==> src/rtl/sub_unit_pkg.sv <==
// Shared types and constants for the sub_unit run controller.
// Latency: n/a (declarations only).
// Backpressure: n/a.
`timescale 1ns/1ps
package sub_unit_pkg;

    typedef enum logic [1:0] {
        IDLE = 2'd0,
        RUN  = 2'd1,
        DONE = 2'd2
    } state_t;

    localparam int LFSR_W = 16;

    // Fibonacci taps for x^16 + x^14 + x^13 + x^11 + 1 (bit indices of q).
    localparam int LFSR_TAP_A = 15;
    localparam int LFSR_TAP_B = 13;
    localparam int LFSR_TAP_C = 12;
    localparam int LFSR_TAP_D = 10;

    localparam logic [LFSR_W-1:0] LFSR_DEFAULT_SEED = 16'hACE1;

    // One LFSR step: shift left, feedback into bit 0.
    function automatic logic [LFSR_W-1:0] lfsr_next(input logic [LFSR_W-1:0] q);
        return {q[LFSR_W-2:0],
                q[LFSR_TAP_A] ^ q[LFSR_TAP_B] ^ q[LFSR_TAP_C] ^ q[LFSR_TAP_D]};
    endfunction

endpackage

==> src/rtl/sub_unit_lfsr.sv <==
// 16-bit Fibonacci LFSR with synchronous seed load and step enable.
// Latency: q updates on the edge where load or step is sampled high.
// Backpressure: none; step=0 holds the value, load has priority over step.
// Ports: clk, load (load seed), step (advance one), seed, q (current value).
`timescale 1ns/1ps
module sub_unit_lfsr
    import sub_unit_pkg::*;
(
    input  logic              clk,
    input  logic              load,
    input  logic              step,
    input  logic [LFSR_W-1:0] seed,
    output logic [LFSR_W-1:0] q
);

    always_ff @(posedge clk) begin
        if (load) begin
            q <= seed;
        end else if (step) begin
            q <= lfsr_next(q);
        end
    end

endmodule

==> src/rtl/sub_unit.sv <==
// Self-timed run controller: runs FINISH_CYCLE cycles after reset, then parks in DONE.
// Latency: RUN starts one edge after reset release; done asserts FINISH_CYCLE edges later.
// Backpressure: none; only clk and reset_l are inputs.
// Ports: clk, reset_l (sync, ACTIVE-HIGH despite the name), cycle_count, running,
//        done, done_pulse, heartbeat, lfsr_q.
`timescale 1ns/1ps
module sub_unit
    import sub_unit_pkg::*;
#(
    parameter int                CNT_W        = 32,
    parameter int                FINISH_CYCLE = 10,
    parameter int                HB_PERIOD    = 4,
    parameter logic [LFSR_W-1:0] LFSR_SEED    = LFSR_DEFAULT_SEED
) (
    input  logic              clk,
    input  logic              reset_l,
    output logic [CNT_W-1:0]  cycle_count,
    output logic              running,
    output logic              done,
    output logic              done_pulse,
    output logic              heartbeat,
    output logic [LFSR_W-1:0] lfsr_q
);

    // An all-zero seed would lock the LFSR up, so fall back to 1.
    localparam logic [LFSR_W-1:0] SEED_EFF = (LFSR_SEED == '0) ? 16'h0001 : LFSR_SEED;

    // Divider needs at least one bit even when HB_PERIOD is 1.
    localparam int               HB_W    = (HB_PERIOD > 1) ? $clog2(HB_PERIOD) : 1;
    localparam logic [HB_W-1:0]  HB_LAST = HB_W'(HB_PERIOD - 1);
    localparam logic [CNT_W-1:0] CNT_LAST = CNT_W'(FINISH_CYCLE - 1);

    state_t          state;
    state_t          state_nxt;
    logic [HB_W-1:0] hb_div;
    logic            in_run;
    logic            last_run;

    assign in_run   = (state == RUN);
    assign last_run = in_run && (cycle_count == CNT_LAST);

    // State register.
    always_ff @(posedge clk) begin
        if (reset_l) begin
            state <= IDLE;
        end else begin
            state <= state_nxt;
        end
    end

    // Next-state logic.
    always_comb begin
        state_nxt = state;
        case (state)
            IDLE:    state_nxt = RUN;
            RUN:     if (last_run) state_nxt = DONE;
            DONE:    state_nxt = DONE;
            default: state_nxt = IDLE;
        endcase
    end

    // State-decoded outputs.
    always_comb begin
        running = 1'b0;
        done    = 1'b0;
        case (state)
            RUN:     running = 1'b1;
            DONE:    done    = 1'b1;
            default: ;
        endcase
    end

    // Counter, heartbeat divider and done pulse. Only RUN edges advance
    // anything, so everything freezes on entry to DONE.
    always_ff @(posedge clk) begin
        if (reset_l) begin
            cycle_count <= '0;
            hb_div      <= '0;
            heartbeat   <= 1'b0;
            done_pulse  <= 1'b0;
        end else begin
            done_pulse <= 1'b0;
            if (in_run) begin
                cycle_count <= cycle_count + 1'b1;
                // Toggling at the wrap makes heartbeat flip whenever the new
                // cycle_count is a multiple of HB_PERIOD.
                if (hb_div == HB_LAST) begin
                    hb_div    <= '0;
                    heartbeat <= ~heartbeat;
                end else begin
                    hb_div <= hb_div + 1'b1;
                end
                if (last_run) begin
                    done_pulse <= 1'b1;
                end
            end
        end
    end

    sub_unit_lfsr u_lfsr (
        .clk  (clk),
        .load (reset_l),
        .step (in_run),
        .seed (SEED_EFF),
        .q    (lfsr_q)
    );

`ifndef SYNTHESIS
    // Announce completion on the edge that enters DONE; the LFSR value shown
    // is the one it takes on that same edge.
    always @(posedge clk) begin
        if (!reset_l && last_run) begin
            $display("[%0t] sub_unit finished, cycles=%0d sig=%h",
                     $time, FINISH_CYCLE, lfsr_next(lfsr_q));
        end
    end
`endif

endmodule

==> config.mk <==
export PLATFORM = sky130hd
export DESIGN_NAME = sub_unit
export DESIGN_NICKNAME = d
export VERILOG_FILES = /design/src/rtl/sub_unit_pkg.sv /design/src/rtl/sub_unit_lfsr.sv /design/src/rtl/sub_unit.sv
export SDC_FILE = /design/constraint.sdc
export NUM_CORES = 1
export LEC_CHECK = 0
export ABC_AREA = 1
export CAP_MARGIN = 20
export CORE_UTILIZATION = 53
export DETAILED_ROUTE_END_ITERATION = 10
export GPL_TIMING_DRIVEN = 0
export MAX_ROUTING_LAYER = met4
export PLACE_DENSITY_LB_ADDON = 0.15
export SYNTH_ARGS = -nofsm -noshare
export SYNTH_HDL_FRONTEND = slang
export SYNTH_HIERARCHICAL = 1
export SYNTH_SLANG_ARGS = --single-unit
==> constraint.sdc <==
create_clock -name clk -period 1.8 [get_ports clk]
set_clock_uncertainty 0.05 [all_clocks]
set_input_delay 0.18 -clock clk [delete_from_list [all_inputs] [get_ports clk]]
set_output_delay 0.18 -clock clk [all_outputs]
set_load 0.02 [all_outputs]
* After elaboration in Yosys (flattened, before gate mapping)
Cells that the tools add are included.
** Operators by class
- Bitwise operators :: 5
- Reductions and logical operators :: 4
- Multiplexer cells :: 6
- Add/sub/neg operators :: 2
- Equal/unequal tests :: 5
** Operator list (number)
- $add 32x1->32 const B :: 1
- $eq 32x4->1 const B :: 1
- $pmux 2 s3 :: 1
- $eq 2x2->1 const B :: 2
- $mux 2 :: 2
- $mux 1 :: 3
- $xor 1x1->1 :: 3
- $add 2x1->2 const B :: 1
- $eq 2x1->1 const B :: 1
- $logic_not 2->1 :: 1
- $ne 2x1->1 const B :: 1
- $not 1->1 :: 2
- $reduce_and 2->1 :: 1
- $reduce_or 2->1 :: 1
- $logic_and 1x1->1 :: 1
** Storage, ports and cells
- Word-level logic and storage cells :: 28
- Output and inout bits :: 52
- Register bits :: 54
- Input port bits :: 2

* Logic depth before layout (Yosys ltp)
Gate-level depths: netlist (run 1).
- Depth in word-level cells :: 4
- Mapped depth :: 12
- Mapped depth without buffers :: 11

* By module
Netlist (run 1), hierarchy kept.
** Modules (own cells, without submodules)
- sub_unit :: instances 1, sequential area each 760.7 um^2, cells each 343, area an instance 2244.7 um^2
- sub_unit_lfsr :: instances 1, sequential area each 480.5 um^2, cells each 81, area an instance 755.7 um^2

* Least setup slack after synthesis (run 1)
Ideal clock, no wire load.
- Path kind :: reg-to-reg
- From :: reg state[1]
- To :: reg cycle_count[27]
- Data required time :: 1.632 ns
- Arrival time :: 1.528 ns
- Path buffers :: 1
- Period minus slack after synthesis :: 1.696 ns
- Slack :: 0.104 ns
- Cell stages (with the launch flop) :: 13
- Setup time :: 0.118 ns
- Cells stage by stage :: dfxtp_1 inv_1 ha_1 buf_4 nand3_1 inv_1 nand2_1 nor2_4 nand2_2 nor2_1 nand2_1 nand2_1 nor2_1
** On the way
- Longest elaborated chain between the ends :: 1
** RTL lines
- start, declared :: line sub_unit.sv:33 : state_t state;
- start signal, assigned :: line sub_unit.sv:47 : state <= state_nxt;
- $eq 2x1->1 :: line sub_unit.sv:39 : assign in_run = (state == RUN);
- end signal, assigned :: line sub_unit.sv:84 : cycle_count <= cycle_count + 1'b1;
- end, declared :: line sub_unit.sv:17 : output logic [CNT_W-1:0] cycle_count,
Every way passes these cells.
A chain may end at the register's enable or synchronous reset.

* Worst setup path after layout (run 1)
- From :: reg state[0]
- To :: out done
** On the way
- Longest elaborated chain between the ends :: 2
** RTL lines
- $eq 2x2->1 :: line sub_unit.sv:66 : case (state)
- $mux 1 :: line sub_unit.sv:66
- end, declared :: line sub_unit.sv:19 : output logic done,
Every way passes these cells.

==> results.md, run 1 <==
* Num ports at between 50 and 60
* Max Slew Vio Count at 0
* Global Route met3 Usage at 0.0345
* R2r worst-path depth at 8
* Mapped Area at approximately 3000 um2
* Fin cells at around 570
* Fin area at 3790 um2
* Ant diodes at 0
* Most common cell after layout, fill and taps aside: nand2_1
* Required time of the critical path at 1570 ps
* Synth warnings at 6
* Final period utilization at 0.967
* CTS H-tree lvls at 2
* Final WS setup at 59.3 ps
* Power density cells at 832 nW/um2
* Share of layout cells above drive strength 1 at 0.110
* Hold WC Path Type: reg -> reg
* Grt ovf at 0
* Fin crit period at around 1700 ps
* Mapped Cells at 424
* CTS tree: done
* Die Span Y at a little under 80 um
* Skew-Pair Late Insertion Delay at 310 ps
* Place WS at -94.0 ps
* DRT Pass-1 Iters at 4
* Root Driver: clkbuf_8
* Hold path cells at 1
* Leading cell types in the layout, fill and taps excluded: nand2_1 (115), nor2_1 (71), clkdlybuf4s50_1 (52)
* Post-DP HPWL at between 5 and 6 mm
* Leading area contributor after synthesis: dfxtp_1
* Seq/Total Area, Yosys at 0.414
* Post-route DRC at 0
* Hold-fix buffers at CTS at 0
* Gr busiest metal: met2
* Vias in the first global route at 2630
* Total global-route track usage at 0.247
* Worst-path fanout max at 3
* Maxcap violations at 0
* GPL Wtd Cong at 0.960
* Critical Path Start Type: flip-flop
* Hold Startpoint: hb_div[0]$_SDFFE_PP0P_
* PortBufs at 53
* Starting Density at 0.548
* RSZ-0062 raised after global routing: true
* Worst EP arrival at 1510 ps
* Filler cells at ~500
* Reg2reg end: cycle_count[24]$_SDFFE_PP0P_
* Top achievable clock speed at approximately 570 MHz
* Crit end category: primary output
* Detailed-route via count at between 2000 and 3000
* Final setup vio count at 0
* Worst hold margin at ~430 ps
* Synthesized flop and latch total at 54
* Lkg Pwr at around 1.6 nW
* Max Buffers Root-to-Sink at 2
* Drt total wl at between 6 and 7 mm
* First-pass GRT wire length at roughly 11 mm
* CTS Sinks at 54
* Die width at between 70 and 80 um
* R2R Setup Slk at 140 ps
* Met1 Resource Use GR at 0.287
* Largest cells by area after synthesis: dfxtp_1 (25%), edfxtp_1 (16%), nand2_1 (14%), nor2_1 (8.9%), inv_1 (6.0%)
* Syn avg cell area at 7.08 um2
* Largest net degree at the start of global routing at 17
* Cells after DPL at approximately 560
* Top cell type's share of synthesized area at 0.254
* Core box area at about 5500 um2
* 1st-iter DRT viols at 119
* WL per Instance at roughly 12 um
* Worst slew pin tran at 634 ps
* Reg clk slew, reported paths at around 100 ps
* Crit path kind: reg -> out
* FP Rows at 27
* P&R area growth vs syn at 26.3%
* Final hold vios at 0
* Hold EP: hb_div[0]$_SDFFE_PP0P_
* Outcome: finished, final reports clean
* Yosys cell types at 33
* Post-route ant nets at 0
* Cts bufs inserted at 5
* Die ar. at roughly 6000 um2
* Met2 usage at 0.428
* Rel. slew slack at 0.578
* NumNets Final at about 500
* Worst vdd ir at approximately 490 uV
* Initial antenna violation count at 0
* Setup bufs post-CTS at 0
* Worst R2R Start: cycle_count[1]$_SDFFE_PP0P_
* Via/cell ratio at 4.92
* Placed inst area at between 3000 and 4000 um2
cells by family after synthesis:
kind of cell / count (synthesis) / synth area share
AND/OR/NAND/NOR: 258 / 0.392
buffers and inverters: 59 / 0.0817
other: 2 / 0.00250
AO/OA/AOI/OAI: 39 / 0.0680
adder cells (fa/ha/maj): 6 / 0.0250
XOR/XNOR: 6 / 0.0175
flip-flops: 54 / 0.414
cell type report:
type,instances,area [um2],share of cell area
plain buffers,8,57.6,0.0152
clock buffers,5,68.8,0.0182
clock inverters,3,16.3,0.00429
inverters,51,191,0.0505
multi-input cells,325,1590,0.419
flip-flops and latches,54,1240,0.328
well taps,72,90.1,0.0238
repair buffers,53,533,0.141
registers in the layout (all words and copies together) (netlist names):
signal,count
hb_div,2
heartbeat,1
done_pulse,1
cycle_count,32
u_lfsr/q,16
state,2
layer usage:
metal / wire length (um) / part of all wire / vias up
li1: - / - / 1457
met1: 3010 / 0.44 / 1269
met2: 3360 / 0.50 / 70
met3: 326 / 0.048 / 11
met4: 80 / 0.012 / 0
met5: 0 / 0 / -
synthesized netlist by cell type:
master and instances:
nand2_1 115, nor2_1 71, inv_1 48, dfxtp_1 38
nand3_1 29, a21oi_1 20, edfxtp_1 16, o21ai_0 14
nand2_2 13, nor2_2 10, nor2_4 7, ha_1 6
nand3_2 4, xor2_1 4, clkbuf_1 3, nor3_1 3
buf_4 2, buf_6 2, conb_1 2, inv_2 2
o21ai_1 2, xnor2_1 2, a211oi_1 1, and2_1 1
and3_1 1, buf_2 1, clkinv_1 1, nand4_1 1
nor3_4 1, nor3b_2 1, o21ai_2 1, o21bai_1 1
or2_1 1
critical path, cell delays in order (launching register included):
cell and delay, ps:
dfxtp_1 390, inv_1 90, ha_1 200, clkdlybuf4s50_1 530
worst max-delay path by stage:
stage                     startpoint                            to  depth (start not counted)
2_1_floorplan  state[1]$_SDFFE_PP0P_  cycle_count[27]$_SDFFE_PP0P_                         12
3_3_place_gp                 reset_l         u_lfsr/q[4]$_DFFE_PP_                          3
3_5_place_dp                 reset_l         u_lfsr/q[4]$_DFFE_PP_                          3
4_1_cts        state[1]$_SDFFE_PP0P_                       running                          3
5_1_grt        state[0]$_SDFFE_PP0P_                          done                          3
6_report       state[0]$_SDFFE_PP0P_                          done                          3
timing repair:
item / 4_1_cts / 5_1_grt
resized for setup: 0 / 8
hold endpoints to repair: 0 / 0
endpoints found under the setup margin: 0 / 16
stage by stage:
step	TNS [ps]	power, mW	util
floorplan	0	2.10	-
global placement	-1600	2.44	0.671
detailed placement	-1500	2.47	0.671
CTS	0	3.13	0.687
global route	-1.47	3.32	0.692
finish	0	3.15	0.692
report_power, final:
part	internal, mW	switching, mW	leakage, nW
clock network	0.268	0.411	0.0416
logic	0.389	0.529	1.08
registers	1.44	0.115	0.470
Power figures use the tool's default switching activity.
==> run 2, diff against run 1 <==
--- a/constraint.sdc
+++ b/constraint.sdc
@@ -4,2 +4,2 @@
 set_output_delay 0.18 -clock clk [all_outputs]
-set_load 0.02 [all_outputs]
+set_load 0.05 [all_outputs]
==> run 2 against run 1 <==
  * Cell count stayed put
  * Register-to-register slack better by 20 ps
  * Sequential cell count stayed put
  * Largest cell class unchanged
  * Sequential share of layout area hardly changed
  * Highest routed layer unchanged
  * Worst setup slack worse by 8.4 ps
  * Combinational power is 31% higher
  * Largest power group unchanged
==> results.md, run 2 (synthesis results as in run 1) <==
* Final setup vio count at 0
* Post-DP HPWL at between 4 and 5 mm
* Crit path kind: reg -> out
* Largest register FFs at 32
* Fin area at about 3800 um2
* Die Span Y at 77.2 um
* P&R area growth vs syn at 26.5%
* Core box area at between 5000 and 6000 um2
* Clock power share at 0.228
* First-pass GRT wire length at 10.7 mm
* Seq pwr share at 0.436
* WL per Instance at about 11 um
* Most flops, register: cycle_count
* Levels on crit path at 1
* Post-route DRC at 0
* DRT Pass-1 Iters at 4
* Skew-Pair Late Insertion Delay at approximately 300 ps
* Post_cts resized at 25
* Slowest CP cell: clkdlybuf4s50_1
* Net Switching at 1.34 mW
* Worst hold margin at ~430 ps
* Power density cells at roughly 940 nW/um2
* Critical Path Start Type: flip-flop
* Int Power at 2.23 mW
* Crit path cell chain: clkdlybuf4s50_1
* Required time of the critical path at roughly 1600 ps
* CTS H-tree lvls at 2
* NumNets Final at 506
* Lkg Pwr at roughly 1.8 nW
* Die width at a little under 80 um
* Total global-route track usage at 0.230
* Max Buffers Root-to-Sink at 2
* Largest registers: cycle_count (32), u_lfsr/q (16)
* Outcome: finished, final reports clean
* Crit end category: primary output
* Worst Setup SP: cycle_count[24]$_SDFFE_PP0P_
* Comb pwr share at 0.336
* Hold-fix buffers at CTS at 0
* Drt total wl at about 6.4 mm
* Maxcap violations at 0
* Max Slew Vio Count at 0
* Num ports at 54
* Starting Density at 0.548
* Worst vdd ir at ~600 uV
* Ant diodes at 0
* Initial antenna violation count at 0
* Grt ovf at 0
* Most common cell after layout, fill and taps aside: nand2_1
* FP Rows at 27
* Via/cell ratio at ~4.8
* Switching share of power at 0.376
* Die ar. at 5970 um2
* Rel. slew slack at 0.583
* Setup TNS at 0 ps
* CTS Sinks at between 50 and 60
* Vias in the first global route at about 2400
* Worst-path fanout max at 4
* Cts bufs inserted at 5
* Worst EP arrival at between 1500 and 2000 ps
* Final period utilization at 0.972
* Critical path's top delay family: buffers and inverters
* Leading cell types in the layout, fill and taps excluded: nand2_1 (115), nor2_1 (71), inv_1 (47)
* Hold WC Path Type: reg -> reg
* Critical path destination: cycle_count[24]
* Reg2reg end: cycle_count[27]$_SDFFE_PP0P_
* Worst R2R Start: state[1]$_SDFFE_PP0P_
* R2R Setup Slk at roughly 160 ps
* Root Driver: clkbuf_8
* Crit path buf inv count at 1
* Post-route ant nets at 0
* Top achievable clock speed at 572 MHz
* Placed inst area at 3690 um2
* PortBufs at 53
* Final hold vios at 0
* 1st-iter DRT viols at 155
* Share of layout cells above drive strength 1 at 0.112
* CTS tree: done
* Filler cells at 486
* Fin crit period at ~1700 ps
* GPL Wtd Cong at 0.923
* Largest net degree at the start of global routing at 18
* Detailed-route via count at 2754
* Worst slew pin tran at 626 ps
* Critical Path Max Stage Delay at a little over 800 ps
* Setup bufs post-CTS at 0
* Reg clk slew, reported paths at 100 ps
* R2r worst-path depth at 12
[run 2: area by class of cell]
class	instances	area (um2)	share of cell area
Timing Repair Buffer	53	519	0.137
Buffer	8	57.6	0.0152
Clock buffer	5	68.8	0.0181
Clock inverter	3	45.0	0.0119
Tap cell	72	90.1	0.0237
Multi-Input combinational cell	325	1580	0.416
Inverter	51	191	0.0504
Sequential cell	54	1240	0.328
[run 2: worst min path at each step]
| stage | endpoint | startpoint | cells after the start |
|---|---|---|---|
| 6_report | hb_div[0]$_SDFFE_PP0P_ | hb_div[0]$_SDFFE_PP0P_ | 1 |
| 5_1_grt | hb_div[0]$_SDFFE_PP0P_ | hb_div[0]$_SDFFE_PP0P_ | 1 |
| 4_1_cts | hb_div[0]$_SDFFE_PP0P_ | hb_div[0]$_SDFFE_PP0P_ | 1 |
| 3_5_place_dp | hb_div[0]$_SDFFE_PP0P_ | hb_div[0]$_SDFFE_PP0P_ | 1 |
| 3_3_place_gp | hb_div[0]$_SDFFE_PP0P_ | hb_div[0]$_SDFFE_PP0P_ | 1 |
| 2_1_floorplan | u_lfsr/q[15]$_DFFE_PP_ | reset_l | 3 |
[run 2: routing by layer]
metal | up-vias | wire length, um | global-route usage | part of all wire
li1 | 1456 | - | - | -
met5 | - | 0 | - | 0
met1 | 1227 | 2910 | 0.275 | 0.45
met3 | 5 | 347 | 0.0333 | 0.054
met4 | 0 | 42 | 0.0717 | 0.0065
met2 | 66 | 3140 | 0.397 | 0.49
[run 2: power by group through the flow]
stage,logic (mW),clock network (mW),registers (mW)
floorplan,0.468,0,1.96
global placement,1.17,0,1.58
detailed placement,1.20,0,1.58
CTS,1.20,0.838,1.56
global route,1.30,0.871,1.58
finish,1.20,0.813,1.56
[run 2: per-stage QoR]
stage	setup WS, ps	power [mW]	instances	utilization
CTS	0.239	3.59	571	0.689
global route	-0.833	3.75	571	0.693
global placement	-76.0	2.75	563	0.674
floorplan	98.9	2.43	438	-
detailed placement	-74.0	2.79	563	0.674
finish	51.0	3.57	571	0.693
==> run 3, diff against run 2 <==
Settings changed: CORE_UTILIZATION 53 to 25, SKIP_LAST_GASP set to 1.
==> run 3 against run 2 <==
  * Worst hold slack worse by 3.4 ps
  * Clock power up 20%
  * The run now ends with design-rule violations left
  * Worst setup slack worse by 5.9 ps
  * Largest cell class unchanged
  * Utilization down 35 points
==> results.md, run 3 (synthesis results as in run 1) <==
* NumNets Final at a little over 500
* Vias in the first global route at around 2600
* Die width at around 110 um
* Setup bufs post-CTS at 0
* Setup TNS at 0 ps
* Critical Path Start Type: flip-flop
* Failing checks: design-rule violations
* Most common cell after layout, fill and taps aside: nand2_1
* Layout Utilization at 0.339
* DRT Pass-1 Iters at 9
* GPL Wtd Cong at slightly below 0.8
* Total global-route track usage at 0.139
* Reg clk slew, reported paths at roughly 70 ps
* Crit path buf inv count at 1
* Net Switching at approximately 1.4 mW
* Worst hold margin at roughly 430 ps
* FP Rows at 39
* Hold path cells at 1
* 1st-iter DRT viols at 90
* Int Power at approximately 2.3 mW
* Largest registers: cycle_count (32), u_lfsr/q (16)
* First-pass GRT wire length at 13.3 mm
* Final hold vios at 0
* Share of layout cells above drive strength 1 at 0.110
* Max Slew Vio Count at 0
* R2r worst-path depth at 8
* Fin crit period at roughly 1800 ps
* Maxcap violations at 0
* Leading cell types in the layout, fill and taps excluded: nand2_1 (115), nor2_1 (71), inv_1 (47)
* Worst-path fanout max at 5
* P&R area growth vs syn at 30.5%
* Cts bufs inserted at 5
* Post-route DRC at 5
* Grt ovf at 0
* CTS H-tree lvls at 2
* Ant diodes at 0
* Crit path kind: reg -> out
* Max Buffers Root-to-Sink at 2
* Cells after DPL at between 600 and 700
* Reg2reg end: cycle_count[24]$_SDFFE_PP0P_
* Critical path's top delay family: buffers and inverters
* Top achievable clock speed at approximately 570 MHz
* Comb pwr share at 0.321
* Largest register FFs at 32
* WL per Instance at around 12 um
* Post-route ant nets at 0
* Seq pwr share at 0.420
* RSZ-0062 raised after global routing: true
* Required time of the critical path at 1570 ps
* Critical Path Max Stage Delay at ~860 ps
* Crit end category: primary output
* Largest net degree at the start of global routing at 17
* Via/cell ratio at between 4 and 5
* Most flops, register: cycle_count
* Post-DP HPWL at 5.90 mm
* Switching share of power at 0.379
* Die Span Y at approximately 110 um
* PortBufs at 53
* Placed inst area at between 3000 and 4000 um2
* Rel. slew slack at 0.520
* CTS Sinks at 54
* Fin cells at about 640
* Hold Startpoint: hb_div[0]$_SDFFE_PP0P_
* Worst vdd ir at ~400 uV
* R2R Setup Slk at 140 ps
* Worst slew pin tran at 720 ps
* Filler cells at about 1200
* Hold-fix buffers at CTS at 0
* Die ar. at between 10000 and 15000 um2
* Initial antenna violation count at 0
* Clock power share at 0.260
* Num ports at 54
* Starting Density at 0.259
* Core box area at between 10000 and 15000 um2
* Lkg Pwr at about 1.9 nW
* Outcome: complete, but fails checks
* Fin area at around 3900 um2
* Detailed-route via count at between 2000 and 3000
* Root Driver: clkbuf_16
* Crit path cell chain: clkdlybuf4s50_1
* Final setup vio count at 0
* Hold EP: hb_div[0]$_SDFFE_PP0P_
* Worst EP arrival at ~1500 ps
* Slowest CP cell: clkdlybuf4s50_1
* CTS tree: done
* Drt total wl at ~7.7 mm
* Final period utilization at 0.975
* Skew-Pair Late Insertion Delay at approximately 300 ps
* Hold WC Path Type: reg -> reg
* Worst R2R Start: cycle_count[0]$_SDFFE_PP0P_
* Power density cells at 956 nW/um2
-- run 3: cell types whose count changed in the layout (fill, tap and decap cells not counted), sizes merged --
cell           change
bufinv             -1
clkdlybuf4s50      +2
clkinv             +3
clkinvlp           -2
dlygate4sd2        -2
-- run 3: layout make-up --
cell class                 count  area [um2]  area share
clock buffer                   5         125      0.0320
timing repair buffer          53         522       0.133
multi-input combinational    325        1580       0.403
sequential                    54        1240       0.318
buffer                         8        57.6      0.0147
clock inverter                 3        16.3     0.00415
inverter                      51         191      0.0489
tap                          143         179      0.0457
-- run 3: routing by layer --
metal | vias up | part of all wire | GRT usage
li1 | 1455 | - | -
met1 | 1188 | 0.51 | 0.186
met2 | 41 | 0.44 | 0.214
met3 | 7 | 0.032 | 0.0240
met4 | 0 | 0.012 | 0.0378
met5 | - | 0 | -
-- run 3: worst max path at each step --
stage,start,end,slack (ps),cells after the start
after floorplan,cycle_count[7]$_SDFFE_PP0P_,cycle_count[27]$_SDFFE_PP0P_,100,9
after global placement,reset_l,u_lfsr/q[6]$_DFFE_PP_,-200,3
after detailed placement,reset_l,u_lfsr/q[7]$_DFFE_PP_,-190,3
after CTS,cycle_count[10]$_SDFFE_PP0P_,cycle_count[10],7,1
after global routing,state[1]$_SDFFE_PP0P_,cycle_count[27]$_SDFFE_PP0P_,-20,12
final,cycle_count[1]$_SDFFE_PP0P_,cycle_count[1],50,1
-- run 3: worst register-to-register path: cells and delay by family (launching register included) --
family,cells,cell delay (ps)
buffers and inverters,1,70
DFF,1,400
AOI/OAI and AO/OA,1,130
adders and majority gates,1,230
and+or+nand+nor,5,670
-- run 3: stage by stage --
step | worst slack [ps] | total power [mW]
2_1_floorplan | 98.9 | 2.43
3_3_place_gp | -201 | 2.79
3_5_place_dp | -192 | 2.82
4_1_cts | 6.73 | 3.78
5_1_grt | -20.8 | 3.95
6_report | 45.0 | 3.74
-- run 3: power groups by stage --
stage | clock network [mW] | logic [mW] | registers, mW
5_1_grt | 1.05 | 1.30 | 1.60
3_3_place_gp | 0 | 1.20 | 1.59
6_report | 0.972 | 1.20 | 1.57
2_1_floorplan | 0 | 0.468 | 1.96
3_5_place_dp | 0 | 1.22 | 1.59
4_1_cts | 1.01 | 1.20 | 1.57
-- run 3: repair_timing --
action / CTS / global route
pin swaps: 0 / 0
cloned: 0 / 0
gates resized for setup: 23 / 11
setup endpoints to repair: 23 / 23
